$ cat src/rtl/dram_bridge_if.sv
// Data-bus side of the DRAM bridge: req/ack beats, one word per beat.
interface dram_bridge_if #(
  parameter int ADDR_WIDTH = 32,
  parameter int DATA_WIDTH = 32
);
  logic                  req;
  logic                  we;
  logic [ADDR_WIDTH-1:0] addr;
  logic [DATA_WIDTH-1:0] wdata;
  logic                  ack;
  logic [DATA_WIDTH-1:0] rdata;
  logic                  err;

  modport master (output req, we, addr, wdata, err, input ack, rdata);
  modport slave  (input req, we, addr, wdata, err, output ack, rdata);
endinterface

$ cat src/rtl/dram_bridge.sv
// Converts the mem stage's single-cycle RAM request into a read (and, for stores, a write) bus beat.
// Optional ack watchdog: define DRAM_BRIDGE_TIMEOUT_EN.
module dram_bridge #(
    parameter int ADDR_WIDTH     = 32,
    parameter int DATA_WIDTH     = 32,
    parameter int TIMEOUT_CYCLES = 255
) (
    input  logic                  clk_i,
    input  logic                  rst_i,
    input  logic                  ram_ce_i,
    input  logic                  ram_we_i,
    input  logic [ADDR_WIDTH-1:0] ram_addr_i,
    input  logic [DATA_WIDTH-1:0] ram_wdata_i,
    output logic [DATA_WIDTH-1:0] ram_rdata_o,
    output logic                  stall_o,
    dram_bridge_if.master         bus
);

    typedef enum logic [1:0] {IDLE, RD, WR, DONE} state_e;

    state_e                  state_q, state_d;
    logic [ADDR_WIDTH-3:0]   addr_q;
    logic                    we_q;
    logic [DATA_WIDTH-1:0]   rdata_q;
    logic                    tmo;
    logic [1:0]              unused_addr_lsb;

    // Byte lanes are the mem stage's concern; the bus only sees word addresses.
    assign unused_addr_lsb = ram_addr_i[1:0];

`ifdef DRAM_BRIDGE_TIMEOUT_EN
    localparam int CNT_W = (TIMEOUT_CYCLES > 255) ? 16 : 8;

    logic [CNT_W-1:0] cnt_q;
    logic             err_q;

    assign tmo = (state_q inside {RD, WR}) && !bus.ack &&
                 (cnt_q == CNT_W'(TIMEOUT_CYCLES - 1));

    // Counter restarts on every state change, so RD and WR each get a full window.
    always_ff @(posedge clk_i) begin
        if (!rst_i) begin
            cnt_q <= '0;
            err_q <= 1'b0;
        end else begin
            cnt_q <= (state_d != state_q) ? '0 : cnt_q + CNT_W'(1);
            if (tmo) err_q <= 1'b1;
        end
    end

    assign bus.err = err_q;
`else
    logic unused_tmo;

    assign unused_tmo = (TIMEOUT_CYCLES != 0);
    assign tmo        = 1'b0;
    assign bus.err    = 1'b0;
`endif

    always_comb begin
        state_d = state_q;
        case (state_q)
            IDLE: if (ram_ce_i) state_d = RD;
            RD: begin
                if (bus.ack)  state_d = we_q ? WR : DONE;
                else if (tmo) state_d = DONE;
            end
            WR:      if (bus.ack || tmo) state_d = DONE;
            DONE:    state_d = IDLE;
            default: state_d = IDLE;
        endcase
    end

    always_ff @(posedge clk_i) begin
        if (!rst_i) begin
            state_q <= IDLE;
            addr_q  <= '0;
            we_q    <= 1'b0;
            rdata_q <= '0;
        end else begin
            state_q <= state_d;
            if (state_q == IDLE && ram_ce_i) begin
                addr_q <= ram_addr_i[ADDR_WIDTH-1:2];
                we_q   <= ram_we_i;
            end
            if (state_q == RD && bus.ack) rdata_q <= bus.rdata;
        end
    end

    // The mem stage is frozen during WR, so its merged word can pass straight through.
    assign bus.req     = (state_q == RD) || (state_q == WR);
    assign bus.we      = (state_q == WR);
    assign bus.addr    = {addr_q, 2'b00};
    assign bus.wdata   = ram_wdata_i;
    assign ram_rdata_o = rdata_q;
    assign stall_o     = ram_ce_i && (state_q != DONE);

endmodule

$ cat src/flat_wrapper.sv
// flat-port wrapper written by rule: the top's interface ports become plain ports
module dram_bridge_flat 
#(
    parameter int ADDR_WIDTH     = 32,
    parameter int DATA_WIDTH     = 32,
    parameter int TIMEOUT_CYCLES = 255
)
  (clk_i, rst_i, ram_ce_i, ram_we_i, ram_addr_i, ram_wdata_i, ram_rdata_o, stall_o, bus_req, bus_we, bus_addr, bus_wdata, bus_err, bus_ack, bus_rdata);
  dram_bridge_if #(.ADDR_WIDTH(ADDR_WIDTH), .DATA_WIDTH(DATA_WIDTH)) bus_i ();
  input  logic clk_i;
  input  logic rst_i;
  input  logic ram_ce_i;
  input  logic ram_we_i;
  input  logic [ADDR_WIDTH-1:0] ram_addr_i;
  input  logic [DATA_WIDTH-1:0] ram_wdata_i;
  output logic [DATA_WIDTH-1:0] ram_rdata_o;
  output logic stall_o;
  output wire logic [$bits(bus_i.req)-1:0] bus_req;
  output wire logic [$bits(bus_i.we)-1:0] bus_we;
  output wire logic [$bits(bus_i.addr)-1:0] bus_addr;
  output wire logic [$bits(bus_i.wdata)-1:0] bus_wdata;
  output wire logic [$bits(bus_i.err)-1:0] bus_err;
  input wire logic [$bits(bus_i.ack)-1:0] bus_ack;
  input wire logic [$bits(bus_i.rdata)-1:0] bus_rdata;
  assign bus_req = bus_i.req;
  assign bus_we = bus_i.we;
  assign bus_addr = bus_i.addr;
  assign bus_wdata = bus_i.wdata;
  assign bus_err = bus_i.err;
  assign bus_i.ack = bus_ack;
  assign bus_i.rdata = bus_rdata;
  dram_bridge #(.ADDR_WIDTH(ADDR_WIDTH), .DATA_WIDTH(DATA_WIDTH), .TIMEOUT_CYCLES(TIMEOUT_CYCLES)) u_core (.clk_i(clk_i), .rst_i(rst_i), .ram_ce_i(ram_ce_i), .ram_we_i(ram_we_i), .ram_addr_i(ram_addr_i), .ram_wdata_i(ram_wdata_i), .ram_rdata_o(ram_rdata_o), .stall_o(stall_o), .bus(bus_i));
endmodule
$ cat config.mk
export PLATFORM = sky130hd
export DESIGN_NAME = dram_bridge_flat
export DESIGN_NICKNAME = d
export VERILOG_FILES = /design/src/rtl/dram_bridge_if.sv /design/src/rtl/dram_bridge.sv /design/src/flat_wrapper.sv
export SDC_FILE = /design/constraint.sdc
export NUM_CORES = 1
export LEC_CHECK = 0
export CAP_MARGIN = 0
export CORE_ASPECT_RATIO = 1.4
export CORE_UTILIZATION = 38
export CTS_BUF_LIST = sky130_fd_sc_hd__clkbuf_16
export DETAILED_ROUTE_END_ITERATION = 10
export PLACE_DENSITY = 0.95
export SKIP_LAST_GASP = 1
export SLEW_MARGIN = 20
export SYNTH_ARGS = -nofsm -noshare
export SYNTH_HDL_FRONTEND = slang
export SYNTH_SLANG_ARGS = --single-unit
$ cat constraint.sdc
create_clock -name clk_i -period 2 [get_ports clk_i]
set_input_delay 0.6 -clock clk_i [delete_from_list [all_inputs] [get_ports clk_i]]
set_output_delay 0.6 -clock clk_i [all_outputs]
set_load 0.01 [all_outputs]
==> impl_metrics.json, run 1 <==
{
  "cts_buffers": 9,
  "die_x_um": 76.3,
  "run_status": "complete, but fails checks",
  "worstSetupStartpointType": "input pin",
  "drc": 0,
  "gp_congestion": 0.684,
  "layout_commonest_cell": "nand2_1",
  "synthCells": 333,
  "grt_pass1_wl_mm": 10.9,
  "cts_setup_buffers": 0,
  "maxCapViolCount": 0,
  "htreeDepth": 3,
  "grt_pass1_vias": 2472,
  "synth_xor_area_frac": 0,
  "wl_met1_mm": 2.46,
  "drtIter0Drc": 74,
  "synth_top_family_by_area": "compound AO/OA/AOI/OAI gates",
  "mostFrequentLayoutCells": "nand2_1, clkdlybuf4s50_1, dfxtp_1",
  "powerDensity_nw_per_um2": 1090,
  "synth.distinct_cells": 20,
  "drv_slew": 0,
  "max-vdd-ir-drop_uv": 606,
  "drive_gt1_frac": 0.133,
  "antenna_found_initial": 0,
  "cts_resized": 5,
  "grt_usage": 0.171,
  "route.met2.wl_mm": 3.59,
  "coreArea_um2": 7410,
  "ant_nets": 0,
  "synth-compound-area-share": 0.212,
  "synth_mux_area_frac": 0.00341,
  "cts_hold_buffers": 0,
  "worstPathArrival_ns": 1.42,
  "grt_start_max_net_pins": 35,
  "yosysSeqAreaShare": 0.443,
  "skew_ns": 0.00504,
  "wl_per_cell_um": 12.8,
  "final_hold_viol_count": 0,
  "num_rows": 37,
  "firstDrtPassIters": 6,
  "dr_wl_met3_um": 417,
  "top_layer_used": "met4",
  "crit_fanout": 2,
  "cp.required_ns": 1.40,
  "cts_root_buffer": "clkbuf_16",
  "timing.fmax_ghz": 0.494,
  "preCtsSetupSlack_ns": -0.393,
  "cts_tree": "done",
  "via_per_inst": 4.65,
  "vias": 2472,
  "io_pins": 201,
  "period_needed_ns": 2.02,
  "violations": "setup timing",
  "ys_seq_elements": 65,
  "die_area_um2": 8080,
  "clk_pin_slew_ns": 0.05,
  "synth_warnings": 0,
  "cts_buffer_depth": 2,
  "die_h_um": 106,
  "synth_area_um2": 2930,
  "period_share": 1.01,
  "cts.sinks": 65,
  "synth_fa_ha_area_frac": 0.0213,
  "globalRouteOverflowTotal": 0,
  "placed_area_um2": 4060,
  "port_buffers": 131,
  "setup_viol": 1,
  "finalNetCount": 536,
  "worstSetupEndpointType": "output pin",
  "setup_ws_ns": -0.0245,
  "rsz0062_at_grt": "yes",
  "critical_path_class": "in -> out",
  "hold_path.class": "reg -> reg",
  "area_growth_pct": 47.6,
  "fin_area_um2": 4330,
  "power_leakage_nw": 1.60,
  "avgSynthCellArea_um2": 8.81,
  "place.detailed.hpwl_mm": 4.95,
  "synthSimpleGateAreaFrac": 0.176,
  "antenna_cells": 0,
  "start_util": 0.396,
  "drt_wl_total_mm": 6.83,
  "clkLatencyLatePin_ns": 0.32
}
-- sequential cells by signal (all words and copies together), names as in the netlist --
register	flops
u_core.we_q	1
u_core.addr_q	30
u_core.ram_rdata_o	32
u_core.state_q	2
-- cells by family after synthesis --
kind of cell    count (synthesis)
fa+ha+maj                       5
buf+inv                        59
other cells                     1
simple gates                  135
flops                          65
compound gates                 67
mux                             1
-- cell usage after synthesis --
cell,count,area [µm²]
a211o_1,1,8.76
a21boi_0,3,22.5
a21boi_1,30,225
a21boi_2,30,338
and2_1,2,12.5
buf_2,7,35.0
buf_4,38,285
buf_6,6,67.6
clkbuf_1,5,18.8
conb_1,1,3.75
dfxtp_1,65,1300
ha_1,5,62.6
inv_1,3,11.3
mux2i_1,1,10.0
nand2_1,130,488
nand2b_1,1,6.26
nor2_1,1,3.75
nor2b_1,1,6.26
o21ai_0,1,5.00
o221a_2,2,22.5
-- worst max-delay path: stages --
cell and delay [ns]:
clkdlybuf4s50_1 0.51, nor2b_2 0.17, clkbuf_2 0.14
-- routing by layer --
metal / vias to the layer above / GRT usage
met1: 1115 / 0.166
met5: - / 0
met3: 41 / 0.0352
met4: 0 / 0.143
met2: 100 / 0.308
li1: 1216 / -
-- final cells by class --
class | count | area, µm²
clock inverter | 7 | 53.8
tap | 97 | 121
fill | 630 | 3080
clock buffer | 9 | 225
timing repair buffer | 140 | 1390
sequential | 65 | 1300
multi-input combinational | 211 | 1220
inverter | 3 | 11.3
-- final timing paths --
kind,start,end,slack [ns],cells past startpoint
min reg2reg,u_core.addr_q[16],u_core.addr_q[16],0.45,2
min,u_core.addr_q[16],u_core.addr_q[16],0.45,2
max,ram_ce_i,stall_o,-0.02,3
max reg2reg,u_core.state_q[1],u_core.state_q[0],0.65,4
-- per-stage QoR --
stage / cells / utilization / setup TNS [ns] / total power [mW] / hold WS, ns
2_1_floorplan: 335 / - / 0 / 2.65 / 0.443
3_5_place_dp: 516 / 0.547 / -0.393 / 3.31 / 0.445
6_report: 532 / 0.585 / -0.0245 / 4.71 / 0.451
5_1_grt: 532 / 0.585 / -0.0614 / 5.00 / 0.469
3_3_place_gp: 516 / 0.547 / -0.336 / 3.24 / 0.440
4_1_cts: 532 / 0.585 / -0.133 / 4.78 / 0.452
-- where the power goes --
group / internal (mW) / leakage, nW / switching, mW
logic: 0.824 / 0.921 / 0.772
registers: 1.53 / 0.531 / 0.129
clock network: 0.938 / 0.144 / 0.512
Note: power is estimated with default switching activity, not from simulation.
==> inputs of run 2 (changes only) <==
--- a/config.mk
+++ b/config.mk
@@ -7,6 +7,7 @@
 export LEC_CHECK = 0
 export CAP_MARGIN = 0
 export CORE_ASPECT_RATIO = 1.4
+export CORE_MARGIN = 1.5
 export CORE_UTILIZATION = 38
 export CTS_BUF_LIST = sky130_fd_sc_hd__clkbuf_16
 export DETAILED_ROUTE_END_ITERATION = 10
==> impl_metrics.json, run 2 (synthesis results as in run 1) <==
{
  "regToRegSetupSlack_ns": 0.62,
  "place.detailed.hpwl_mm": 5.05,
  "worstSetupStartpointType": "input pin",
  "drt_wl_total_mm": 6.81,
  "hold_path.class": "reg -> reg",
  "met2_usage": 0.311,
  "period_needed_ns": 1.97,
  "num_rows": 37,
  "finalNetCount": 534,
  "grt.busiest_layer": "met2",
  "path_buf_inv": 2,
  "htreeDepth": 3,
  "final_core_util": 0.583,
  "wl_per_cell_um": 12.8,
  "cp_cell_sequence": "clkdlybuf4s50_1 -> nor2b_1 -> clkbuf_2",
  "worstPathArrival_ns": 1.37,
  "critical_path_class": "in -> out",
  "setup_tns_ns": 0,
  "worstSetupEndpointType": "output pin",
  "final_hold_viol_count": 0,
  "placed_area_um2": 4070,
  "period_share": 0.983,
  "run_status": "finished, final reports clean",
  "drtIter0Drc": 77,
  "firstDrtPassIters": 4,
  "max-vdd-ir-drop_uv": 792,
  "power_leakage_nw": 1.59,
  "start_util": 0.396,
  "drive_gt1_frac": 0.129,
  "antenna_cells": 0,
  "grt_pass1_vias": 2493,
  "mostFrequentLayoutCells": "nand2_1, clkdlybuf4s50_1, dfxtp_1",
  "io_pins": 201,
  "cp.required_ns": 1.40,
  "antenna_found_initial": 0,
  "gp_congestion": 0.667,
  "coreArea_um2": 7410,
  "grt_start_max_net_pins": 35,
  "grt_util_met1": 0.150,
  "fillers": 632,
  "globalRouteOverflowTotal": 0,
  "fin_area_um2": 4320,
  "drv_slew": 0,
  "cts_tree": "done",
  "skew_ns": 0.00469,
  "port_buffers": 131,
  "clkLatencyLatePin_ns": 0.31,
  "cts_root_buffer": "clkbuf_16",
  "cts.sinks": 65,
  "rsz0062_at_grt": "no",
  "die_area_um2": 8270,
  "slowest_stage": "clkdlybuf4s50_1",
  "die_h_um": 107,
  "grt_usage": 0.166,
  "largest_reg_flops": 32,
  "total_power_mw": 4.60,
  "layout_commonest_cell": "nand2_1",
  "cts_buffers": 9,
  "powerDensity_nw_per_um2": 1070,
  "area_growth_pct": 47.1,
  "cts_buffer_depth": 2,
  "path_delay_family": "buffers and inverters",
  "cp_slowest_stage_delay_ns": 0.48,
  "via_per_inst": 4.68,
  "clk_pin_slew_ns": 0.05,
  "vias": 2478,
  "die_x_um": 77.3,
  "crit_fanout": 2,
  "use_met3": 0.0545,
  "grt_pass1_wl_mm": 10.8,
  "timing.fmax_ghz": 0.509,
  "ant_nets": 0,
  "drc": 0,
  "setup_viol": 0,
  "maxCapViolCount": 0
}
run 2: layout make-up:
cell class                 instances  area [µm²]  share of cell area
timing repair buffer             138        1400               0.325
sequential                        65        1300               0.302
multi-input combinational        211        1220               0.283
clock buffer                       9         225              0.0522
tap                               97         121              0.0281
clock inverter                     7        30.0             0.00696
inverter                           3        11.3             0.00261
run 2: worst register-to-register path: cells and delay by family (launching register included):
kind	cells	cell delay [ns]
flops	1	0.34
fa+ha+maj	1	0.22
compound gates	1	0.16
buf+inv	2	0.31
simple gates	2	0.28
run 2: through the flow:
| step | cells | setup WS (ns) | hold WS (ns) |
|---|---|---|---|
| 2_1_floorplan | 335 | 0.603 | 0.443 |
| 3_3_place_gp | 514 | -0.350 | 0.440 |
| 3_5_place_dp | 514 | -0.351 | 0.446 |
| 4_1_cts | 530 | -0.0895 | 0.454 |
| 5_1_grt | 530 | 0.00760 | 0.472 |
| 6_report | 530 | 0.0347 | 0.451 |
run 2: routing by layer:
metal | up-vias | part of all wire | wire (µm)
met5 | - | 0 | 0
met1 | 1121 | 0.34 | 2320
li1 | 1211 | - | -
met3 | 35 | 0.071 | 481
met2 | 111 | 0.54 | 3670
met4 | 0 | 0.048 | 330
run 2: path summary, 6_finish.rpt:
path         cells after the start         startpoint                     to
max                              3           ram_ce_i                stall_o
min reg2reg                      2  u_core.addr_q[20]      u_core.addr_q[20]
max reg2reg                      6  u_core.state_q[1]  u_core.ram_rdata_o[0]
min                              2  u_core.addr_q[20]      u_core.addr_q[20]
run 2: where the power goes:
part	switching, mW	leakage (nW)	internal (mW)
clock	0.506	0.136	0.811
combinational	0.778	0.919	0.844
sequential	0.127	0.531	1.53
total	1.41	1.59	3.19
run 2: timing repair:
action | 4_1_cts | 5_1_grt
hold buffers | 0 | 0
pin swaps | 0 | 0
buffers inserted | 0 | 0
setup endpoints to repair | 3 | 2
resized for setup | 5 | 3
